`src/rtl/clk_meas_pkg.sv`:
```
// rtl/clk_meas_pkg.sv - shared states, defaults and limits for the clock period meter
package clk_meas_pkg;

  localparam int DEF_CNT_W       = 16;
  localparam int DEF_AVG_LOG2    = 2;
  localparam int DEF_SYNC_STAGES = 2;

  typedef enum logic [1:0] {
    ST_IDLE    = 2'd0,
    ST_ARM     = 2'd1,
    ST_MEASURE = 2'd2
  } meas_state_t;

  // Counter value at which a capture is abandoned (all ones for the counter width)
  function automatic int timeout_limit(input int cnt_w);
    return (1 << cnt_w) - 1;
  endfunction

endpackage

```
`src/rtl/sync_edge_det.sv`:
```
// rtl/sync_edge_det.sv - multi-flop synchronizer followed by a rise/fall edge detector
module sync_edge_det
  import clk_meas_pkg::*;
#(
  parameter int SYNC_STAGES = DEF_SYNC_STAGES  // must be at least 2
) (
  input  logic clk,
  input  logic rst,
  input  logic din,
  output logic rise,
  output logic fall
);

  logic [SYNC_STAGES-1:0] sync_q;
  logic                   prev_q;

  // Shift the async input through the synchronizer, then keep one delayed copy for edge detection
  always_ff @(posedge clk or posedge rst) begin
    if (rst) begin
      sync_q <= '0;
      prev_q <= 1'b0;
    end else begin
      sync_q <= {sync_q[SYNC_STAGES-2:0], din};
      prev_q <= sync_q[SYNC_STAGES-1];
    end
  end

  assign rise = sync_q[SYNC_STAGES-1] & ~prev_q;
  assign fall = ~sync_q[SYNC_STAGES-1] & prev_q;

endmodule

```
`src/rtl/clk_period_meter.sv`:
```
// rtl/clk_period_meter.sv - averaged period and high-time measurement of a divided clock
module clk_period_meter
  import clk_meas_pkg::*;
#(
  parameter int CNT_W       = DEF_CNT_W,
  parameter int AVG_LOG2    = DEF_AVG_LOG2,
  parameter int SYNC_STAGES = DEF_SYNC_STAGES
) (
  input  logic             clk,
  input  logic             rst,
  input  logic             meas_in,
  input  logic             start,
  output logic             busy,
  output logic [CNT_W-1:0] period_out,
  output logic [CNT_W-1:0] high_out,
  output logic             valid,
  output logic             timeout
);

  localparam int ACC_W  = CNT_W + AVG_LOG2;
  localparam int NPER_W = AVG_LOG2 + 1;

  // Last period index of a capture, and the count value whose increment would saturate
  localparam logic [NPER_W-1:0] NPER_LAST = NPER_W'((1 << AVG_LOG2) - 1);
  localparam logic [CNT_W-1:0]  CNT_SAT   = CNT_W'(timeout_limit(CNT_W) - 1);

  logic rise;
  logic fall;

  meas_state_t       state_q,   state_d;
  logic [CNT_W-1:0]  cnt_q,     cnt_d;
  logic [NPER_W-1:0] nper_q,    nper_d;
  logic [CNT_W-1:0]  hsample_q, hsample_d;
  logic [ACC_W-1:0]  acc_p_q,   acc_p_d;
  logic [ACC_W-1:0]  acc_h_q,   acc_h_d;
  logic              busy_q,    busy_d;
  logic              valid_q,   valid_d;
  logic              timeout_q, timeout_d;
  logic [CNT_W-1:0]  period_q,  period_d;
  logic [CNT_W-1:0]  high_q,    high_d;
  logic [ACC_W-1:0]  acc_p_sum;
  logic [ACC_W-1:0]  acc_h_sum;

  sync_edge_det #(
    .SYNC_STAGES(SYNC_STAGES)
  ) u_sync (
    .clk  (clk),
    .rst  (rst),
    .din  (meas_in),
    .rise (rise),
    .fall (fall)
  );

  assign acc_p_sum = acc_p_q + ACC_W'(cnt_q);
  assign acc_h_sum = acc_h_q + ACC_W'(hsample_q);

  // Next-state and datapath decisions; a rise always beats counter saturation
  always_comb begin
    state_d   = state_q;
    cnt_d     = cnt_q;
    nper_d    = nper_q;
    hsample_d = hsample_q;
    acc_p_d   = acc_p_q;
    acc_h_d   = acc_h_q;
    busy_d    = busy_q;
    valid_d   = 1'b0;
    timeout_d = timeout_q;
    period_d  = period_q;
    high_d    = high_q;

    case (state_q)
      ST_IDLE: begin
        if (start) begin
          state_d   = ST_ARM;
          busy_d    = 1'b1;
          timeout_d = 1'b0;
          acc_p_d   = '0;
          acc_h_d   = '0;
          cnt_d     = '0;
        end
      end

      ST_ARM: begin
        cnt_d = cnt_q + 1'b1;
        if (rise) begin
          state_d = ST_MEASURE;
          cnt_d   = CNT_W'(1);
          nper_d  = '0;
        end else if (cnt_q == CNT_SAT) begin
          state_d   = ST_IDLE;
          timeout_d = 1'b1;
          busy_d    = 1'b0;
        end
      end

      ST_MEASURE: begin
        cnt_d = cnt_q + 1'b1;
        if (fall) begin
          hsample_d = cnt_q;
        end
        if (rise) begin
          acc_p_d = acc_p_sum;
          acc_h_d = acc_h_sum;
          nper_d  = nper_q + 1'b1;
          cnt_d   = CNT_W'(1);
          if (nper_q == NPER_LAST) begin
            state_d  = ST_IDLE;
            period_d = CNT_W'(acc_p_sum >> AVG_LOG2);
            high_d   = CNT_W'(acc_h_sum >> AVG_LOG2);
            valid_d  = 1'b1;
            busy_d   = 1'b0;
          end
        end else if (cnt_q == CNT_SAT) begin
          state_d   = ST_IDLE;
          timeout_d = 1'b1;
          busy_d    = 1'b0;
        end
      end

      default: begin
        state_d = ST_IDLE;
        busy_d  = 1'b0;
      end
    endcase
  end

  // State, counters, accumulators and result registers
  always_ff @(posedge clk or posedge rst) begin
    if (rst) begin
      state_q   <= ST_IDLE;
      cnt_q     <= '0;
      nper_q    <= '0;
      hsample_q <= '0;
      acc_p_q   <= '0;
      acc_h_q   <= '0;
      busy_q    <= 1'b0;
      valid_q   <= 1'b0;
      timeout_q <= 1'b0;
      period_q  <= '0;
      high_q    <= '0;
    end else begin
      state_q   <= state_d;
      cnt_q     <= cnt_d;
      nper_q    <= nper_d;
      hsample_q <= hsample_d;
      acc_p_q   <= acc_p_d;
      acc_h_q   <= acc_h_d;
      busy_q    <= busy_d;
      valid_q   <= valid_d;
      timeout_q <= timeout_d;
      period_q  <= period_d;
      high_q    <= high_d;
    end
  end

  assign busy       = busy_q;
  assign valid      = valid_q;
  assign timeout    = timeout_q;
  assign period_out = period_q;
  assign high_out   = high_q;

endmodule

```
`config.mk`:
```
export PLATFORM = sky130hd
export DESIGN_NAME = clk_period_meter
export DESIGN_NICKNAME = d
export VERILOG_FILES = /design/src/rtl/clk_meas_pkg.sv /design/src/rtl/sync_edge_det.sv /design/src/rtl/clk_period_meter.sv
export SDC_FILE = /design/constraint.sdc
export NUM_CORES = 1
export LEC_CHECK = 0
export BUFFER_PORTS_ARGS = -buffer_cell sky130_fd_sc_hd__buf_2
export CORE_MARGIN = 3
export CORE_UTILIZATION = 25
export CTS_CLUSTER_DIAMETER = 30
export CTS_CLUSTER_SIZE = 24
export DETAILED_ROUTE_END_ITERATION = 7
export PLACE_DENSITY = 0.39
export SYNTH_ARGS = -nofsm -noshare
export SYNTH_HDL_FRONTEND = slang
export SYNTH_SLANG_ARGS = --single-unit
```
`constraint.sdc`:
```
create_clock -name clk -period 6.35 [get_ports clk]
set_clock_uncertainty 0.05 [all_clocks]
set_input_delay 1.5875 -clock clk [delete_from_list [all_inputs] [get_ports clk]]
set_output_delay 1.5875 -clock clk [all_outputs]
set_load 0.01 [all_outputs]
```
# == Word-level counts from Yosys, hierarchy flattened ==
# Cells that the tools add are included.
# word_totals
ram_bits,0
romBits,0
output_inout_bits,35
reg_bits,111
latch_bits,0
n_memories,0
# op_classes
div_mod_pow,0
n_mux,30
n_bitwise,4
reduce_logical,13
shift,0
n_eq_ne,11
multipliers,0
n_lt_le_gt_ge,0
n_addsub,4
# ops
op,n
$pmux W18 S2,2
$mux W18,3
$add A18 B16 Y18,2
$mux W16,2
$pmux W16 S2,1
$add A16 B1 Y16 const B,1
$eq A16 B16 Y1 const B,1
$reduce_and A3 Y1,4
$mux W1,11
$mux W2,5
$ne A2 B2 Y1 const B,5
$mux W3,2
$pmux W2 S3,1
$pmux W3 S2,1
$reduce_and A2 Y1,3
$reduce_bool A2 Y1,3
$reduce_and A4 Y1,1
$add A3 B1 Y3 const B,1
$eq A3 B2 Y1 const B,1
$ne A3 B3 Y1 const B,1
$pmux W1 S3,1
$and A1 B1 Y1,2
$eq A2 B1 Y1 const B,1
$eq A2 B2 Y1 const B,1
5 further kinds,6

# == Longest topological paths before layout ==
# depth
word_depth,4
depth_mapped,10
mapped_depth_nobuf,8

# == By module ==
# From an unflattened synthesis, not the netlist that was laid out.
# hier_totals
hier_cells,623
hier_area_um2,6023.3
# by_module_without_submodules
module,seq_area_each_um2,n_inst,area_per_inst_um2,cells_per_inst
clk_period_meter,2702.6,1,5929.4,617
sync_edge_det,75.1,1,93.8,6

# == Worst setup path after synthesis ==
# OpenSTA, ideal clock, no wires.
# synth_timing
path_type,input port to flip-flop
start,input start
end,register cnt_q[9]
path_stages,7
arrival_time_ns,2.683
path_slack_ns,3.485
path_cell_list,nand2b_1 nand2b_1 clkbuf_1 nor3_1 nand4_1 xor2_1 nor2_1
# synth_between
elab_chain_cells,2
# synth_rtl
element,line_no,source
"start, declared",clk_period_meter.sv:12,"input logic start,"
$ne A2 B2 Y1 (no source line),-,
$reduce_and A2 Y1 (no source line),-,
"end signal, assigned",clk_period_meter.sv:143,cnt_q <= cnt_d;
"end, declared",clk_period_meter.sv:31,"logic [CNT_W-1:0] cnt_q, cnt_d;"
# Every way passes these cells.
# A chain may end at the register's enable or synchronous reset.

# == Final worst setup path ==
# layout_timing
start,input start
end,register cnt_q[6]
# Same word-level chain as after synthesis.

==> key figures <==
Global routing
  • Initial antenna violation count: 1
  • Global routing's busiest layer: met2
  • Met1 Use GR: 0.169
  • GRT met2 Usage: 0.206
  • Met3 Resource Use GR: 0.0162
  • Gr usage total: 0.124
  • Grt total ovfl: 0
  • Vias in the first global route: 4,896
  • Largest net degree at the start of global routing: 61
  • First-pass GRT wire length: 26,100 µm

Timing
  • Min Hold Slack: 0.309 ns
  • Fin. max-slew vios: 0
  • Final period utilization: 0.465
  • Max Fclk: 0.339 GHz
  • Final setup vio count: 0
  • Minimum clock period after layout: 2.95 ns
  • Setup TNS: 0 ns
  • Worst Tran Pin Value: 0.861 ns
  • Max-slew headroom: 0.425
  • Final hold vios: 0
  • Unrepaired setup endpoints after global routing: no

Logic synthesis
  • Synth Instances: 632
  • Ys flop type: dfrtp_1
  • EDFF count, synth: 0
  • Synthesized flop and latch total: 111
  • Yosys cell types: 65
  • Seq/Total Area, Yosys: 0.450
  • Async S/R FF share, synth: 1.00
  • Post-synthesis cell area: 6170 µm²
  • Mean Syn Cell Area: 9.76 µm²
  • Ys Warns: 0
  • Synth Net Count: 678

Floorplan
  • Die X-Extent: 163 µm
  • FP Rows: 56
  • Starting Density: 0.258
  • Height of the die: 163 µm
  • Die Area: 26,600 µm²
  • # IOs: 39
  • Core area: 23,900 µm²

Job
  • Max Cap Viol: 0

Critical path
  • Critical path capture point type: flip-flop
  • Crit path max fanout: 12
  • Worst reg2reg path depth: 8
  • Req. time, crit path: 6.53 ns
  • Crit path arrival time: 3.13 ns
  • RR Endpoint: acc_p_q[12]
  • Crit path kind: in2reg
  • R2r setup slk: 3.45 ns
  • Worst Setup Start Kind: primary input
  • R2R Path Start: cnt_q[0]

Route
  • 1st-iter DRT viols: 262
  • Vias/cell: 4.79
  • Final WL: 15,600 µm
  • WL/cell: 15.8 µm
  • Final ANT Viol Nets: 0
  • Via count: 4,733
  • TritonRoute pass-1 iters: 5
  • DR DRC count: 0

Cells and area
  • Ratio of cells with drive above 1 in the final layout: 0.146
  • Fillers: 2,471
  • Area growth syn-to-layout: 13.6%
  • N_diodes: 0
  • Final net count: 710
  • Util after Layout: 0.293
  • Non-filler cells, final: 988

Clocking
  • Clock Path Buffers: 2
  • Hold-fix buffers, CTS: 0
  • CTS Root Buffer Type: clkbuf_16
  • Clock Latency Late Sink: 0.35 ns
  • Resize count post-CTS: 0
  • Clock Pin Slew Worst Setup and Hold Paths: 0.07 ns
  • Number of CTS-inserted buffers: 9
  • H-tree depth: 3
  • Postcts setup bufs: 0
  • CTS tree: yes
  • TritonCTS sink count: 111

Place
  • Placer Congestion: 0.785
  • HPWL Detailed: 10,900 µm
  • Buffers on Ports: 38
  • Placed Cells: 972

Worst hold path
  • Hold crit path type: reg2reg
  • Worst Hold Depth: 0
  • Hold wc startpoint: u_sync.sync_q[0]
  • Hold Path Sink: u_sync.sync_q[1]

Power and ir drop
  • Max VDD drop: 0.118 mV
  • Static Leak: 3.34 nW
  • Power per cell area: 241 nW/µm²

Status
  • Status: completed
==> report_power, final <==
part | internal [W] | switching [W] | leakage (nW) | total, W
sequential | 0.000738 | 0.0000359 | 1.53 | 0.000774
clock | 0.000316 | 0.000272 | 0.146 | 0.000588
combinational | 0.0000943 | 0.000233 | 1.66 | 0.000327
==> registers in the layout, summed over array words and instances, names as in the netlist <==
register	cells
hsample_q	16
acc_p_q	18
cnt_q	16
state_q	2
u_sync.sync_q	2
acc_h_q	18
high_out	16
busy	1
nper_q	3
valid	1
u_sync.prev_q	1
timeout	1
period_out	16
==> how the worst max path moves through the flow <==
| stage | from | to | slack, ns | cells past startpoint |
|---|---|---|---|---|
| floorplan | rst | acc_h_q[0] | 1.78 | 1 |
| global placement | start | cnt_q[6] | 3.08 | 7 |
| detailed placement | start | cnt_q[6] | 3.06 | 7 |
| CTS | start | cnt_q[6] | 3.43 | 7 |
| global route | start | cnt_q[6] | 3.22 | 7 |
| finish | start | cnt_q[6] | 3.40 | 7 |
==> cell families (layout without fill, tap and decap cells) <==
kind of cell / after synthesis / after routing / synth area share
fa+ha+maj: 42 / 42 / 0.0876
xor+xnor: 33 / 33 / 0.0468
buf+inv: 39 / 76 / 0.0245
mux: 22 / 22 / 0.0399
compound gates: 184 / 184 / 0.195
flops: 111 / 111 / 0.450
simple gates: 201 / 201 / 0.156
==> cells in the final DEF, fill, tap and decap left out, types with 3 or more instances in the layout <==
cell type	synthesis	routed
nand4_1	7	7
a211oi_1	4	4
dfrtp_1	111	111
buf_4	0	5
a22o_1	11	11
a21o_1	10	10
ha_1	40	40
a31o_2	4	4
and2_1	6	6
nand2b_1	11	11
nor3_1	5	5
o21bai_1	5	5
o21a_1	4	4
nor2b_1	4	4
a31oi_1	4	4
o211ai_1	5	5
xor2_1	18	18
buf_2	3	38
or3_1	8	8
nor2_1	44	44
a21oi_1	31	31
nand2_1	78	78
nor3b_1	6	6
and3_1	3	3
xnor2_1	15	15
mux2_2	21	21
nand3_1	17	16
o21ai_0	66	66
a32o_1	5	5
o22ai_1	4	4
inv_1	17	16
clkinv_2	0	3
o21ai_1	3	3
clkbuf_16	0	9
o31ai_1	3	3
==> final cells by class <==
cell class	count	area, µm²	area share
clock buffers	12	246	0.0352
clock inverters	4	45.0	0.00643
inverters	17	66.3	0.00946
multi-input cells	482	3250	0.463
flip-flops and latches	111	2780	0.396
well taps	319	399	0.0569
repair buffers	43	228	0.0325
==> stage by stage <==
| stage | power, W | setup slack [ns] | area (µm²) |
|---|---|---|---|
| after CTS | 0.00172 | 3.43 | 7010 |
| after detailed placement | 0.00112 | 3.06 | 6720 |
| final | 0.00169 | 3.40 | 7010 |
| after floorplan | 0.00101 | 1.78 | 6170 |
| after global routing | 0.00179 | 3.22 | 7010 |
| after global placement | 0.00112 | 3.08 | 6720 |
==> per-layer routing <==
layer | up-vias | share of wire | wire (µm)
met4 | 0 | 0.014 | 216
li1 | 2352 | - | -
met2 | 63 | 0.46 | 7210
met5 | - | 0 | 0
met3 | 13 | 0.028 | 439
met1 | 2305 | 0.50 | 7770
==> worst max-delay path, cell delays in order <==
cell and delay (ns):
buf_2 0.09, nand2b_1 0.15, nand2b_1 0.25, nor2_1 0.72, a21oi_1 0.07, o21ai_0 0.17, o21ai_0 0.09
==> cell usage after synthesis, types with 5 or more instances <==
master    instances  area share
dfrtp_1         111        0.45
nor3b_1           6      0.0073
xnor2_1          15       0.021
and2_1            6      0.0061
a21oi_1          31       0.025
ha_1             40       0.081
or3_1             8      0.0081
nor2_1           44       0.027
nand3_1          17       0.014
o21ai_0          66       0.054
nand4_1           7      0.0071
nand2b_1         11       0.011
clkbuf_1         17       0.010
inv_1            17       0.010
nand2_1          78       0.047
a22o_1           11       0.016
nor3_1            5      0.0041
o211ai_1          5      0.0061
a21o_1           10       0.012
mux2_2           21       0.038
o21bai_1          5      0.0061
xor2_1           18       0.026
a32o_1            5      0.0081
(Power assumes the default switching activity.)
